--- src/rtl/tjmonopix2_cmd_tx.sv ---
// Serial command transmitter for the TJ-Monopix2 LVDS_CMD input.
// A free-running 16-cycle frame slot sends one frame MSB first. At the end of
// each slot it picks the next frame in priority order:
//   1. a forced SYNC,
//   2. an accepted user frame,
//   3. a NOOP filler.
// The SYNC cadence keeps the chip-side command decoder locked.
module tjmonopix2_cmd_tx #(
    parameter int unsigned SYNC_INTERVAL = 32,
    parameter logic [15:0] SYNC_WORD     = 16'h817E,
    parameter logic [15:0] NOOP_WORD     = 16'h6969
) (
    input  logic        CLK,
    input  logic        RST,
    input  logic        EN,
    input  logic [15:0] FRAME_DATA,
    input  logic        FRAME_VALID,
    output logic        FRAME_READY,
    output logic        CMD_OUT,
    output logic        BUSY,
    output logic [15:0] FRAME_CNT
);

    localparam int unsigned SW = $clog2(SYNC_INTERVAL);
    localparam logic [SW-1:0] SYNC_MAX = SW'(SYNC_INTERVAL - 1);

    logic [3:0]    bitCnt_q, bitCnt_d;
    logic [SW-1:0] syncCnt_q, syncCnt_d;
    logic [15:0]   shift_q, shift_d;
    logic          cmd_q, cmd_d;
    logic          busy_q, busy_d;
    logic [15:0]   frameCnt_q, frameCnt_d;

    logic          loadCycle;
    logic          forceSync;
    logic          accept;
    logic [15:0]   nextFrame;

    // The last bit slot of a frame doubles as the load slot for the next frame.
    assign loadCycle   = (bitCnt_q == 4'd15);
    assign forceSync   = (syncCnt_q == SYNC_MAX);
    assign FRAME_READY = loadCycle && EN && !forceSync && !RST;
    assign accept      = FRAME_READY && FRAME_VALID;

    assign CMD_OUT   = cmd_q;
    assign BUSY      = busy_q;
    assign FRAME_CNT = frameCnt_q;

    // Priority selection of the frame to load on a load cycle.
    always_comb begin
        nextFrame = NOOP_WORD;
        if (forceSync) begin
            nextFrame = SYNC_WORD;
        end else if (accept) begin
            nextFrame = FRAME_DATA;
        end
    end

    // Next-state logic: load a fresh frame on the load cycle, otherwise shift out.
    always_comb begin
        bitCnt_d   = bitCnt_q;
        syncCnt_d  = syncCnt_q;
        shift_d    = shift_q;
        cmd_d      = cmd_q;
        busy_d     = busy_q;
        frameCnt_d = frameCnt_q;
        if (loadCycle) begin
            bitCnt_d = 4'd0;
            cmd_d    = nextFrame[15];
            shift_d  = {nextFrame[14:0], 1'b0};
            busy_d   = accept;
            if (nextFrame == SYNC_WORD) begin
                syncCnt_d = '0;
            end else if (syncCnt_q != SYNC_MAX) begin
                syncCnt_d = syncCnt_q + 1'b1;
            end
            if (accept) begin
                frameCnt_d = frameCnt_q + 16'd1;
            end
        end else begin
            bitCnt_d = bitCnt_q + 4'd1;
            cmd_d    = shift_q[15];
            shift_d  = {shift_q[14:0], 1'b0};
        end
    end

    // State registers; reset aborts any frame in flight and re-arms the SYNC.
    always_ff @(posedge CLK) begin
        if (RST) begin
            bitCnt_q   <= 4'd15;
            syncCnt_q  <= SYNC_MAX;
            shift_q    <= '0;
            cmd_q      <= 1'b0;
            busy_q     <= 1'b0;
            frameCnt_q <= '0;
        end else begin
            bitCnt_q   <= bitCnt_d;
            syncCnt_q  <= syncCnt_d;
            shift_q    <= shift_d;
            cmd_q      <= cmd_d;
            busy_q     <= busy_d;
            frameCnt_q <= frameCnt_d;
        end
    end

endmodule

--- config.mk ---
export PLATFORM = sky130hd
export DESIGN_NAME = tjmonopix2_cmd_tx
export DESIGN_NICKNAME = d
export VERILOG_FILES = /design/src/rtl/tjmonopix2_cmd_tx.sv
export SDC_FILE = /design/constraint.sdc
export NUM_CORES = 1
export LEC_CHECK = 0
export ABC_AREA = 1
export BUFFER_PORTS_ARGS = -buffer_cell sky130_fd_sc_hd__buf_4
export CORE_MARGIN = 2
export CORE_UTILIZATION = 49
export DETAILED_ROUTE_END_ITERATION = 6
export GPL_TIMING_DRIVEN = 0
export PLACE_DENSITY = 0.75
export SYNTH_ARGS = -nofsm -noshare
export SYNTH_HDL_FRONTEND = slang
export SYNTH_SLANG_ARGS = --single-unit
--- constraint.sdc ---
create_clock -name CLK -period 1.93 [get_ports CLK]
set_input_delay 0.0965 -clock CLK [delete_from_list [all_inputs] [get_ports CLK]]
set_output_delay 0.0965 -clock CLK [all_outputs]
set_load 0.01 [all_outputs]
---- Yosys cells after proc, flatten, opt, wreduce, memory -nomap -nowiden ----
Index checks and enable logic that the tools add are counted.
storage, ports and cells
  bits in latches ......................... 0
  output and inout bits ................... 19
  bits in writable memories ............... 0
  word-level logic and storage cells ...... 29
  bits of input ports ..................... 20
  ROM bits ................................ 0
  flip-flop bits (word level) ............. 43
  memories kept ........................... 0
cells by class
  equal/unequal tests ..................... 4
  divide/modulo/power cells ............... 0
  multiply operators ...................... 0
  shifts and indexed selects .............. 0
  add/sub/neg operators ................... 3
  muxes and demuxes ....................... 7
  bitwise logic cells ..................... 0
  magnitude comparators ................... 0
  reduce and logical (&&, ||, !) cells .... 9
operators with widths
  operator                 number
  $mux W16                 3
  $add A16 B1 Y16 const B  1
  $eq A16 B16 Y1 const B   1
  $mux W5                  2
  $add A5 B1 Y5 const B    1
  $eq A5 B5 Y1 const B     1
  $ne A5 B5 Y1 const B     1
  $add A4 B1 Y4 const B    1
  $eq A4 B4 Y1 const B     1
  $logic_and A1 B1 Y1      4
  $mux W4                  1
  $reduce_and A2 Y1        2
  $logic_not A1 Y1         2
  $reduce_bool A2 Y1       1
  $mux W1                  1

---- Logic depth before layout (Yosys ltp) ----
  depth after elaboration ................. 10
  gate-level depth with buffers ........... 15
  gate-level depth less buffers ........... 15

---- Least setup slack after synthesis ----
OpenSTA, ideal clock, no wires.
  path kind ............................... reg-to-reg
  from .................................... register syncCnt_q[0]
  to ...................................... register frameCnt_q[11] (netlist: FRAME_CNT[11])
  cell stages (with the launch flop) ...... 15
  arrival time ............................ 1.814 ns
  setup slack ............................. 0.000 ns
  cells stage by stage .................... dfxtp_1 ha_1 nand2_1 nor2_1 ha_1 inv_2 nand2_1 inv_2 nand3_4 nor2_2 nand3_2 nor2_2 nand2_1 o21ai_0 nor2_1
on the way
  word-level cells in the longest chain between the ends .. 6
RTL lines
  what                                RTL line  source
  from (decl)                         28        logic [SW-1:0] syncCnt_q, syncCnt_d;
  from (signal assigned)              98        syncCnt_q <= syncCnt_d;
  $eq A5 B5 Y1                        41        assign forceSync = (syncCnt_q == SYNC_MAX);
  $logic_not A1 Y1                    42        assign FRAME_READY = loadCycle && EN && !forceSync && !RST;
  $logic_and A1 B1 Y1 (2 in series)   42
  $logic_and A1 B1 Y1                 43        assign accept = FRAME_READY && FRAME_VALID;
  $reduce_and A2 Y1 (no source line)  --
  to (signal assigned)                102       frameCnt_q <= frameCnt_d;
  to (decl)                           32        logic [15:0] frameCnt_q, frameCnt_d;
Every way passes these cells.
A chain may end at the register's enable or synchronous reset.

---- Worst setup path after layout ----
Same ends and word-level chain as after synthesis.

==> results.cfg <==
[synth]
syn-cell-area_um2 = 2030
syn_inst = 277
ys_ff_latch = 42
postSynthAreaPerCell_um2 = 7.33
syn_nets = 301
ys_seq_area_share_pct = 41.4
synth_warnings = 0
ys_types = 30

[layout]
nets = 361
final_util_pct = 68.8
antenna_cells = 0
syn_to_final_growth_pct = 35.5
layout-drive-gt1-share_pct = 32.1

[hold_path]
hp-class = in -> reg
hp-start = FRAME_DATA[9]
hold_depth = 3

[floorplan]
die_h_um = 68.4
initial_utilization_pct = 50.8
num_io_pins = 39
core_area_um2 = 4000
rows = 23
dieArea_um2 = 4680
die_w_um = 68.4

[place]
dp_hpwl_um = 3330
globalplace.congestion = 0.848
portBuffers = 37

[sta]
setup_slack_ns = -0.0826
timing.slew.headroom_pct = 61.4
timing.hold.ws_ns = 0.0719
setup_viol = 9
rsz0062_at_grt = yes
tightestPinTransition_ns = 0.579
finalMaxSlewViolations = 0
finalHoldViolCount = 0
max_freq_mhz = 497
skew_ns = 0.00625
fin_crit_sh_pct = 104
min_period_ns = 2.01

[clock_network]
cts_tree = done
cts-root-buf = clkbuf_8
worst_skew_pair.late_latency_ns = 0.29
h-tree-depth = 2
cts-hold-fix-buffers = 0
cts.path.max_buffers = 2
clock_sinks = 42
numCtsBuffers = 5
path_clk_slew_ns = 0.08

[route]
drt-pass1-iter-count = 4
drt-initial-drc-count = 87
ant_nets = 0
vias = 2036
drc_errors = 0
wl_um = 5140
viasPerCell = 5.27
wl_per_cell_um = 13.3

[global_route]
antenna_found_initial = 0
grt_overflow = 0
groute.usage.overall_pct = 21.9
grt_max_degree = 12
grt_pass1_wl_um = 7590
grt_pass1_vias = 1721

[critical_path]
critPathLaunch = syncCnt_q[0]$_SDFFE_PP1P_
cp_max_fo = 7
worstPathCellList = ha_4 > nand2_2 > nor2_2 > ha_2 > inv_2 > nand2_4 > inv_6 > nand3_4 > nor2_4 > nand3_4 > nor2_4 > nand2_2 > o21ai_1 > nor2_1
path_class = reg -> reg
worstReg2RegStart = syncCnt_q[0]$_SDFFE_PP1P_
worstPathArrival_ns = 2.20
worst_setup_path_start_kind = flip-flop
critical-path-max-stage-delay_ns = 0.37
cp_slowest_cell = dfxtp_4
crit_required_ns = 2.12
ff2ff_path_depth = 14
crit_path_end_kind = flip-flop

[pwr]
pwr_density_cell_nw_per_um2 = 885
ir_drop_v = 0.000537
p_leak_uw = 0.00120

[run_status]
outcome = complete, but fails checks
violations = negative setup slack

[run]
drv_cap = 0
per-stage QoR:
step	power (µW)	TNS [ns]	area, µm²	cells	setup WS (ns)
floorplan	1440	-0.0000789	2030	277	-0.0000789
global placement	1580	-3.21	2370	364	-0.214
detailed placement	1590	-3.96	2370	364	-0.267
CTS	2190	-0.00824	2500	372	-0.00824
global route	2560	-1.29	2750	386	-0.174
finish	2440	-0.371	2750	386	-0.0826
routing by layer:
metal,up-vias,part of all wire (%),global-route usage (%)
li1,1025,-,-
met1,945,44,25.8
met2,59,50,39.1
met3,7,4.8,3.95
met4,0,1.4,8.25
met5,-,0,0
kinds of logic after synthesis:
logic type               synth area share [%]
AO/OA/AOI/OAI                            15.6
XOR/XNOR                                 2.16
adder cells (fa/ha/maj)                  2.46
buffers and inverters                    8.93
flip-flops                               41.4
AND/OR/NAND/NOR                          29.5
area by class of cell:
type | instances | area (µm²)
fillers | 323 | 1250
multi-input cells | 188 | 1160
flip-flops and latches | 42 | 846
repair buffers | 54 | 409
inverters | 38 | 155
clock buffers | 6 | 82.6
well taps | 50 | 62.6
plain buffers | 8 | 33.8
final timing paths:
check                                                   to  slack, ns
worst min register to register       shift_q[8]$_SDFF_PP0_       0.46
worst min-delay path                shift_q[10]$_SDFF_PP0_       0.07
worst max-delay path            FRAME_CNT[11]$_SDFFE_PP0P_      -0.08
worst max register to register  FRAME_CNT[11]$_SDFFE_PP0P_      -0.08
placed cells by master, fill, tap and decap left out, types with 2 or more instances in the layout:
master	synthesis	layout
clkbuf_8	0	6
buf_4	1	54
o21ai_2	0	2
nand3_1	14	5
o21ai_1	2	2
o21ai_0	15	13
nand2_4	0	2
nor2_4	2	6
nor2_2	3	4
nand2_2	1	9
nand3_2	2	9
a21oi_1	24	23
inv_2	3	2
nand3_4	2	4
o21bai_1	4	4
inv_1	34	34
o2111ai_1	3	3
nand2_1	62	52
o221ai_1	3	3
ha_1	4	2
nand4_1	9	9
nor2_1	21	16
o211ai_1	2	2
dfxtp_1	42	40
nor3_1	5	5
clkbuf_1	8	7
xor2_1	5	5
state kept, by name, summed over array words and instances (netlist names):
name       cells
FRAME_CNT     16
CMD_OUT        1
BUSY           1
bitCnt_q       4
shift_q       15
syncCnt_q      5
report_power, final:
part | leakage, µW | switching, µW | internal (µW)
combinational | 0.000813 | 476 | 368
clock | 0.0000431 | 287 | 276
sequential | 0.000343 | 58.1 | 971
total | 0.00120 | 821 | 1610
worst max-delay path, delay by kind of cell (launching register included):
family	cells	cell delay, ns
AO/OA/AOI/OAI	1	0.13
adder cells (fa/ha/maj)	2	0.33
flip-flops	1	0.37
buffers and inverters	2	0.18
AND/OR/NAND/NOR	9	0.89
cell usage after synthesis (all sizes together):
master / n / area, µm²
clkinv: 1 / 5.00
nor3: 5 / 25.0
dfxtp: 42 / 841
ha: 4 / 50.1
a21oi: 24 / 120
nand2: 63 / 239
o21ai: 17 / 85.1
o221ai: 3 / 26.3
xor2: 5 / 43.8
buf: 1 / 7.51
inv: 37 / 139
nand4: 9 / 56.3
o21bai: 4 / 30.0
a31oi: 1 / 6.26
and3: 1 / 6.26
o2111ai: 3 / 26.3
or2: 1 / 6.26
o21a: 1 / 7.51
o211ai: 2 / 15.0
clkbuf: 8 / 30.0
nand3: 18 / 125
nor2: 27 / 140
what timing repair did:
item	in CTS	in global routing
setup endpoints to repair	24	20
buffers inserted	2	15
pin swaps	2	15
gates resized for setup	12	37
No activity file was read; power rests on OpenSTA's default activity.
